[src/rtl/c17_bist_pkg.sv]
// Shared types, constants and step functions for the c17 BIST controller.
// Optional build macro: C17_BIST_EXHAUSTIVE_EN selects counter patterns.
package c17_bist_pkg;

    localparam int N_IN   = 5;
    localparam int N_OUT  = 2;
    localparam int MISR_W = 8;

    localparam logic [N_IN-1:0]   LFSR_POLY = 5'h12;
    localparam logic [MISR_W-1:0] MISR_POLY = 8'h1D;

`ifdef C17_BIST_EXHAUSTIVE_EN
    localparam int PATTERN_CNT = 1 << N_IN;
`else
    localparam int PATTERN_CNT = (1 << N_IN) - 1;
`endif

    localparam int CNT_W = $clog2(PATTERN_CNT + 1);

    typedef enum logic [2:0] {
        IDLE,
        SEED,
        RUN,
        DRAIN,
        DONE
    } state_t;

    function automatic logic [N_IN-1:0] lfsr_next(
        input logic [N_IN-1:0] s
    );
        logic [N_IN-1:0] r;
        r = s >> 1;
        if (s[0]) r = r ^ LFSR_POLY;
        return r;
    endfunction

    function automatic logic [MISR_W-1:0] misr_step(
        input logic [MISR_W-1:0] m,
        input logic [N_OUT-1:0]  c
    );
        logic [MISR_W-1:0] r;
        r = {m[MISR_W-2:0], 1'b0};
        if (m[MISR_W-1]) r = r ^ MISR_POLY;
        return r ^ MISR_W'(c);
    endfunction

    function automatic logic [N_IN-1:0] pattern_seed(
        input logic [N_IN-1:0] s
    );
`ifdef C17_BIST_EXHAUSTIVE_EN
        return s;
`else
        return (s == '0) ? N_IN'(1) : s;
`endif
    endfunction

    function automatic logic [N_IN-1:0] pattern_next(
        input logic [N_IN-1:0] s
    );
`ifdef C17_BIST_EXHAUSTIVE_EN
        return s + 1'b1;
`else
        return lfsr_next(s);
`endif
    endfunction

endpackage

[src/rtl/c17_bist_misr.sv]
// Signature register compacting c17 responses.
// Clear wins over enable; reset is synchronous.
module c17_bist_misr
    import c17_bist_pkg::*;
(
    input  logic              clk,
    input  logic              rst,
    input  logic              clr,
    input  logic              en,
    input  logic [N_OUT-1:0]  din,
    output logic [MISR_W-1:0] sig
);

    logic [MISR_W-1:0] sig_q;

    // Clear at run start, fold one response per enabled cycle
    always_ff @(posedge clk) begin
        if (rst || clr) begin
            sig_q <= '0;
        end else if (en) begin
            sig_q <= misr_step(sig_q, din);
        end
    end

    assign sig = sig_q;

endmodule

[src/rtl/c17_bist_controller.sv]
// BIST sequencer: pattern source, capture stage, FSM, result registers.
// Build macro C17_BIST_EXHAUSTIVE_EN swaps the LFSR for an up-counter.
module c17_bist_controller
    import c17_bist_pkg::*;
(
    input  logic              clk,
    input  logic              rst,
    input  logic              start,
    input  logic              abort,
    input  logic [N_IN-1:0]   seed,
    input  logic [MISR_W-1:0] exp_sig,
    output logic [N_IN-1:0]   dut_in,
    input  logic [N_OUT-1:0]  dut_out,
    output logic              busy,
    output logic              done,
    output logic [MISR_W-1:0] signature,
    output logic              pass
);

    state_t            state_q, state_d;
    logic [N_IN-1:0]   pat_q, pat_d;
    logic [CNT_W-1:0]  cnt_q, cnt_d;
    logic [N_OUT-1:0]  cap_q, cap_d;
    logic              cap_vld_q, cap_vld_d;
    logic [MISR_W-1:0] sig_q, sig_d;
    logic              pass_q, pass_d;
    logic              done_q, done_d;
    logic              misr_clr;
    logic              misr_en;
    logic [MISR_W-1:0] misr_sig;

    c17_bist_misr u_misr (
        .clk (clk),
        .rst (rst),
        .clr (misr_clr),
        .en  (misr_en),
        .din (cap_q),
        .sig (misr_sig)
    );

    // State register
    always_ff @(posedge clk) begin
        if (rst) begin
            state_q <= IDLE;
        end else begin
            state_q <= state_d;
        end
    end

    // Next state and datapath next values
    always_comb begin
        state_d   = state_q;
        pat_d     = pat_q;
        cnt_d     = cnt_q;
        cap_d     = cap_q;
        cap_vld_d = cap_vld_q;
        sig_d     = sig_q;
        pass_d    = pass_q;
        done_d    = 1'b0;
        misr_clr  = 1'b0;
        misr_en   = 1'b0;
        case (state_q)
            IDLE: begin
                if (start) state_d = SEED;
            end
            SEED: begin
                if (abort) begin
                    state_d = IDLE;
                    pat_d   = '0;
                end else begin
                    pat_d     = pattern_seed(seed);
                    misr_clr  = 1'b1;
                    cnt_d     = '0;
                    cap_vld_d = 1'b0;
                    pass_d    = 1'b0;
                    state_d   = RUN;
                end
            end
            RUN: begin
                if (abort) begin
                    state_d = IDLE;
                    pat_d   = '0;
                end else begin
                    cap_d     = dut_out;
                    cap_vld_d = 1'b1;
                    misr_en   = cap_vld_q;
                    pat_d     = pattern_next(pat_q);
                    cnt_d     = cnt_q + 1'b1;
                    if (cnt_q == CNT_W'(PATTERN_CNT - 1))
                        state_d = DRAIN;
                end
            end
            DRAIN: begin
                if (abort) begin
                    state_d = IDLE;
                    pat_d   = '0;
                end else begin
                    misr_en = 1'b1;
                    state_d = DONE;
                end
            end
            DONE: begin
                done_d  = 1'b1;
                sig_d   = misr_sig;
                pass_d  = (misr_sig == exp_sig);
                state_d = IDLE;
            end
            default: begin
                state_d = IDLE;
            end
        endcase
    end

    // Datapath and result registers
    always_ff @(posedge clk) begin
        if (rst) begin
            pat_q     <= '0;
            cnt_q     <= '0;
            cap_q     <= '0;
            cap_vld_q <= 1'b0;
            sig_q     <= '0;
            pass_q    <= 1'b0;
            done_q    <= 1'b0;
        end else begin
            pat_q     <= pat_d;
            cnt_q     <= cnt_d;
            cap_q     <= cap_d;
            cap_vld_q <= cap_vld_d;
            sig_q     <= sig_d;
            pass_q    <= pass_d;
            done_q    <= done_d;
        end
    end

    assign dut_in    = pat_q;
    assign busy      = (state_q == SEED) ||
                       (state_q == RUN)  ||
                       (state_q == DRAIN);
    assign done      = done_q;
    assign signature = sig_q;
    assign pass      = pass_q;

endmodule

[config.mk]
export PLATFORM = sky130hd
export DESIGN_NAME = c17_bist_controller
export DESIGN_NICKNAME = d
export VERILOG_FILES = /design/src/rtl/c17_bist_pkg.sv /design/src/rtl/c17_bist_misr.sv /design/src/rtl/c17_bist_controller.sv
export SDC_FILE = /design/constraint.sdc
export NUM_CORES = 1
export LEC_CHECK = 0
export BUFFER_PORTS_ARGS = -buffer_cell sky130_fd_sc_hd__clkbuf_2
export CELL_PAD_IN_SITES_DETAIL_PLACEMENT = 1
export CELL_PAD_IN_SITES_GLOBAL_PLACEMENT = 1
export CORE_UTILIZATION = 38
export CTS_BUF_LIST = sky130_fd_sc_hd__clkbuf_8
export DETAILED_ROUTE_END_ITERATION = 10
export MAX_ROUTING_LAYER = met4
export PLACE_DENSITY = 0.8
export SKIP_CTS_REPAIR_TIMING = 1
export SLEW_MARGIN = 10
export SYNTH_ARGS = -nofsm -noshare
export SYNTH_HDL_FRONTEND = slang
export SYNTH_HIERARCHICAL = 1
export SYNTH_SLANG_ARGS = --single-unit
[constraint.sdc]
create_clock -name clk -period 1.7 [get_ports clk]
set_clock_uncertainty 0.05 [all_clocks]
set_input_delay 0.34 -clock clk [delete_from_list [all_inputs] [get_ports clk]]
set_output_delay 0.34 -clock clk [all_outputs]
set_load 0.05 [all_outputs]
**Word level (Yosys, flattened, before mapping)**

Index checks and enable logic that the tools add are counted.

- Flip-flop bits (word level): 34
- Output and inout bits: 16
- Logic and storage cells: 65

- Add/sub/neg operators: 1
- Equality and inequality tests: 11
- Mux-type cells: 27
- Bitwise operators: 4
- Reduce and logical (&&, ||, !) cells: 13

Operator list:

| kind | number |
|---|---|
| 2-to-1 mux 5 bit | 8 |
| 2-to-1 mux 8 bit | 2 |
| case mux 5 bit (3 select lines) | 1 |
| 2-to-1 mux 3 bit | 4 |
| case mux 3 bit (4 select lines) | 1 |
| case mux 5 bit (2 select lines) | 1 |
| equality test 8 bit | 1 |
| != test 2 bit, second input constant | 4 |
| AND reduction 2 bit | 4 |
| bitwise XOR 8 x 2 -> 8 bit | 1 |
| equality test 3 x 2 -> 1 bit, second input constant | 2 |
| 2-to-1 mux 1 bit | 6 |
| case mux 1 bit (2 select lines) | 3 |
| adder 5 x 1 -> 5 bit, second input constant | 1 |
| equality test 5 bit, second input constant | 1 |
| zero test 5 bit | 1 |
| NOT 4 bit | 1 |
| nonzero test 2 bit | 2 |
| equality test 3 x 1 -> 1 bit, second input constant | 1 |
| equality test 3 bit, second input constant | 1 |
| zero test 3 bit | 1 |
| logical OR 1 bit | 3 |
| != test 3 bit, second input constant | 1 |
| AND reduction 3 bit | 1 |
| other kinds (4) | 4 |

**Longest topological paths before layout**

- Depth after elaboration: 5
- Mapped depth: 6

**Cells and area by module**

The synthesis kept the hierarchy.

Modules (own cells, without submodules):

| module | times used | cells an instance | area an instance (µm²) | sequential area each (µm²) |
|---|---|---|---|---|
| c17_bist_controller | 1 | 144 | 1252.5 | 520.5 |
| c17_bist_misr | 1 | 33 | 367.9 | 160.2 |

**Worst setup path after synthesis**

Ideal clock, no wire load.

- Path kind: reg-to-reg
- Start point: register state_q[2]
- End point: register pat_q[0], in the netlist dut_in[0]
- Setup time: 132 ps
- Data arrival time: 1554 ps
- Required time: 1518 ps
- Setup slack: -35 ps
- Cell stages (with the launch flop): 5
- Path buffers: 1
- Cells stage by stage: dfxtp_1 clkbuf_1 nor2_1 o31a_1 nor3_1

- Word-level cells in the longest chain between the ends: 3
- Elaborated cells between the ends (all ways): 7
- Those cells by class: eq/ne: 4; mux: 1; reduce/logical: 2

Ends and longest elaborated chain:

| element | RTL line | RTL |
|---|---|---|
| start: declaration | c17_bist_controller.sv:20 | `state_t state_q, state_d;` |
| start signal: assignment | c17_bist_controller.sv:46 | `state_q <= state_d;` |
| equality test 3 x 2 -> 1 bit / equality test 3 x 1 -> 1 bit (equally long branches) | c17_bist_controller.sv:62 | `case (state_q)` |
| != test 2 bit (no source line) / nonzero test 3 bit (equally long branches) | - |  |
| AND reduction 2 bit (no source line) | - |  |
| end signal: assignment | c17_bist_controller.sv:125 | `pat_q <= pat_d;` |
| end: declaration | c17_bist_controller.sv:21 | `logic [N_IN-1:0] pat_q, pat_d;` |

Parallel ways exist; a longest one is shown, timed or not.
A chain may end at the register's enable or synchronous reset.

**Worst setup path after layout**

- Start point: register state_q[0]
- End point: output busy

- Word-level cells in the longest chain between the ends: 3
- Elaborated cells between the ends (all ways): 5
- Those cells by class: eq/ne: 3; reduce/logical: 2

Ends and longest elaborated chain:

| element | RTL line | RTL |
|---|---|---|
| equality test 3 x 1 -> 1 bit / equality test 3 x 2 -> 1 bit (equally long branches) | c17_bist_controller.sv:136, c17_bist_controller.sv:137 |  |
| logical OR 1 bit | c17_bist_controller.sv:136 | `assign busy = (state_q == SEED) \|\|` |
| logical OR 1 bit (*) | c17_bist_controller.sv:137 | `(state_q == RUN) \|\|` |
| end: declaration | c17_bist_controller.sv:14 | `output logic busy,` |

Mark *: on every way between the ends. The rest lies on a longest branch, timed or not.

==> impl_metrics.ini <==
[status]
status = finished, final reports clean

[pwr]
p_leak_nw = 0.836
switching_share_pct = 25.3
clockPowerShare_pct = 39.7
total_power_mw = 1.76
pwr-share-seq_pct = 47.3
p_per_area_nw_per_um2 = 852
p_int_mw = 1.31
pwr-share-comb_pct = 13.0
p_sw_uw = 446
peakVddDrop_v = 0.000443

[route]
routedWlPerCell_um = 14.3
vias = 1396
drc = 0
antenna_left = 0
drt-total-wl_um = 3920
drt_first_pass_iters = 4
viasPerCell = 5.08
drt_iter0_drc = 42

[synthesis]
yosysWarningCount = 6
synth_top_area_share_pct = 42.0
synth-seq-cells = 34
synth_seq_area_share_pct = 42.0
syn_inst = 177
synth_top_cell_by_area = dfxtp_1
syn_nets = 198
syn_area_per_cell_um2 = 9.15
yosys-top-cells-area = dfxtp_1, nor2_1, mux2i_1
synth_cell_type_count = 33
synthesis.area_um2 = 1620

[place]
dp_slack_ns = 0.152
hpwl_um = 3010
finalWeightedCongestion = 0.756
port_buffers = 34

[setup_path]
cpPeakStageDelay_ns = 0.37
r2r-start = state_q[2]$_SDFFE_PP0P_
worstSetupStartpointType = flop
arrival_ns = 1.21
cp_top_family = flip-flops
worstSetupPathType = flop to primary output
ff2ff_setup_slack_ns = 0.19
worstPathRequired_ns = 1.31
r2r_end = u_misr/sig[2]$_SDFFE_PP0P_
path_depth = 4
crit_slowest_cell = dfxtp_4
worstPathCellList = buf_4 -> nor2_1 -> nor2_2 -> buf_6
cp_max_fo = 9
crit_path_end_kind = primary output
critPathBufInv = 2
r2r_cells = 6

[hold_path]
worstHoldEndpoint = cap_q[0]$_SDFFE_PP0P_
min_from = dut_out[0]
hold_depth = 3
min_path_type = primary input to flop

[timing]
fin_setup_tns_ns = 0
worst_slack_ns = 0.103
hold_violations = 0
fin_crit_sh_pct = 93.9
worst_hold_slack_ns = 0.242
fin_crit_ns = 1.60
slew_headroom_pct = 75.4
setup_viol = 0
worst_slew_pin_slew_ns = 0.368
max_freq_ghz = 0.626
finalMaxSlewViolations = 0
rsz0062_at_grt = false

[layout]
drive_gt1_share_pct = 32.4
area_delta_synth_final_pct = 27.5
fillers = 486
nNetsFinal = 245
num_antenna_cells = 0

[clock_network]
htree_levels = 2
numCtsBuffers = 5
cts-root-buf = clkbuf_8
path_clk_slew_ns = 0.07
clkLatencyLatePin_ns = 0.28
cts_tree = yes
clock-sinks = 34
cts_max_path_buffers = 2

[grt]
grt_pass1_vias = 1448
grt_max_degree = 14
grt_use_total_pct = 20.6
grt_antenna_before_repair = 0
grt_pass1_wl_um = 6600
grt_overflow_total = 0

[floorplan]
die_h_um = 67.3
dieArea_um2 = 4530
die_w_um = 67.3
pin_count = 35
rows = 23
start_util_pct = 39.9
core_area_um2 = 4060

[run]
drv_cap = 0
==> worst min-delay path: cells and delay by family <==
kind	cells	cell delay (ns)
buffers and inverters	1	0.07
and+or+nand+nor	1	0.07
muxes	1	0.05
==> cell type report <==
cell class / instances / area (um2) / share of cell area [%]
multi-input combinational: 130 / 871 / 42.2
sequential: 34 / 686 / 33.2
timing repair buffer: 51 / 329 / 15.9
clock buffer: 8 / 110 / 5.33
tap: 50 / 62.6 / 3.03
inverter: 2 / 7.51 / 0.363
==> cell usage in the layout, fill, tap and decap left out, types with 2 or more instances in the layout <==
master / n
nor2b_1: 5
ha_1: 2
inv_1: 2
a211oi_1: 2
a211oi_2: 5
a21oi_1: 9
mux2i_1: 14
nand4_1: 2
buf_4: 15
dfxtp_1: 32
nor4_1: 2
nor3_1: 7
clkbuf_8: 8
o21ai_0: 11
nor2_2: 4
xor2_1: 9
clkbuf_2: 33
buf_12: 2
nor4b_4: 2
nor2_1: 37
xnor2_1: 7
==> power groups by stage <==
stage	logic (mW)	clock network [mW]	registers, mW
floorplan	0.108	0	0.883
global placement	0.223	0	0.850
global route	0.250	0.754	0.835
finish	0.229	0.700	0.833
CTS	0.228	0.717	0.833
detailed placement	0.226	0	0.852
==> worst max-delay path by stage <==
stage | start | endpoint | slack [ns]
after floorplan | state_q[0]$_SDFFE_PP0P_ | cnt_q[3]$_SDFFE_PP0P_ | 0.11
after detailed placement | state_q[0]$_SDFFE_PP0P_ | dut_in[3]$_SDFFE_PP0P_ | 0.15
after CTS | state_q[0]$_SDFFE_PP0P_ | busy | -0.14
final | state_q[0]$_SDFFE_PP0P_ | busy | 0.10
after global routing | state_q[0]$_SDFFE_PP0P_ | busy | 0.03
after global placement | abort | cnt_q[3]$_SDFFE_PP0P_ | 0.20
==> per-layer routing <==
layer / global-route usage (%) / wire length (um) / vias to the layer above
met5: - / 0 / -
met4: 7.71 / 50 / 0
met3: 4.56 / 120 / 6
met2: 36.1 / 2040 / 27
met1: 22.5 / 1710 / 665
li1: - / - / 698
==> Yosys cell counts, drive strengths merged <==
master,number
nand3,1
nor4,2
clkbuf,5
dfxtp,34
o31ai,1
xor2,9
xnor2,7
o211a,1
nand4,2
nor2,41
nand2,1
nor3b,1
a211oi,7
or3,1
ha,2
o21ai,11
o31a,1
nor2b,5
nor3,7
buf,6
nor4b,3
o2111ai,1
nand2b,1
or2,2
a21oi,9
inv,2
mux2i,14
==> through the flow <==
stage	std cells	utilization [%]	area [um2]
floorplan	177	-	1620
global placement	267	47.9	1940
detailed placement	267	47.9	1940
CTS	275	50.6	2050
global route	275	50.9	2070
finish	275	50.9	2070
==> cell families after synthesis <==
| kind of cell | share of synthesized area [%] |
|---|---|
| compound gates | 13.1 |
| fa+ha+maj | 1.54 |
| flops | 42.0 |
| xor+xnor | 8.65 |
| simple gates | 21.6 |
| buf+inv | 4.40 |
| mux | 8.65 |
==> flip-flops by register name, summed over array words and instances (netlist names) <==
register / flops
done: 1
state_q: 3
u_misr/sig: 8
dut_in: 5
cap_vld_q: 1
signature: 8
cnt_q: 5
cap_q: 2
pass: 1
Power figures use the tool's default switching activity.
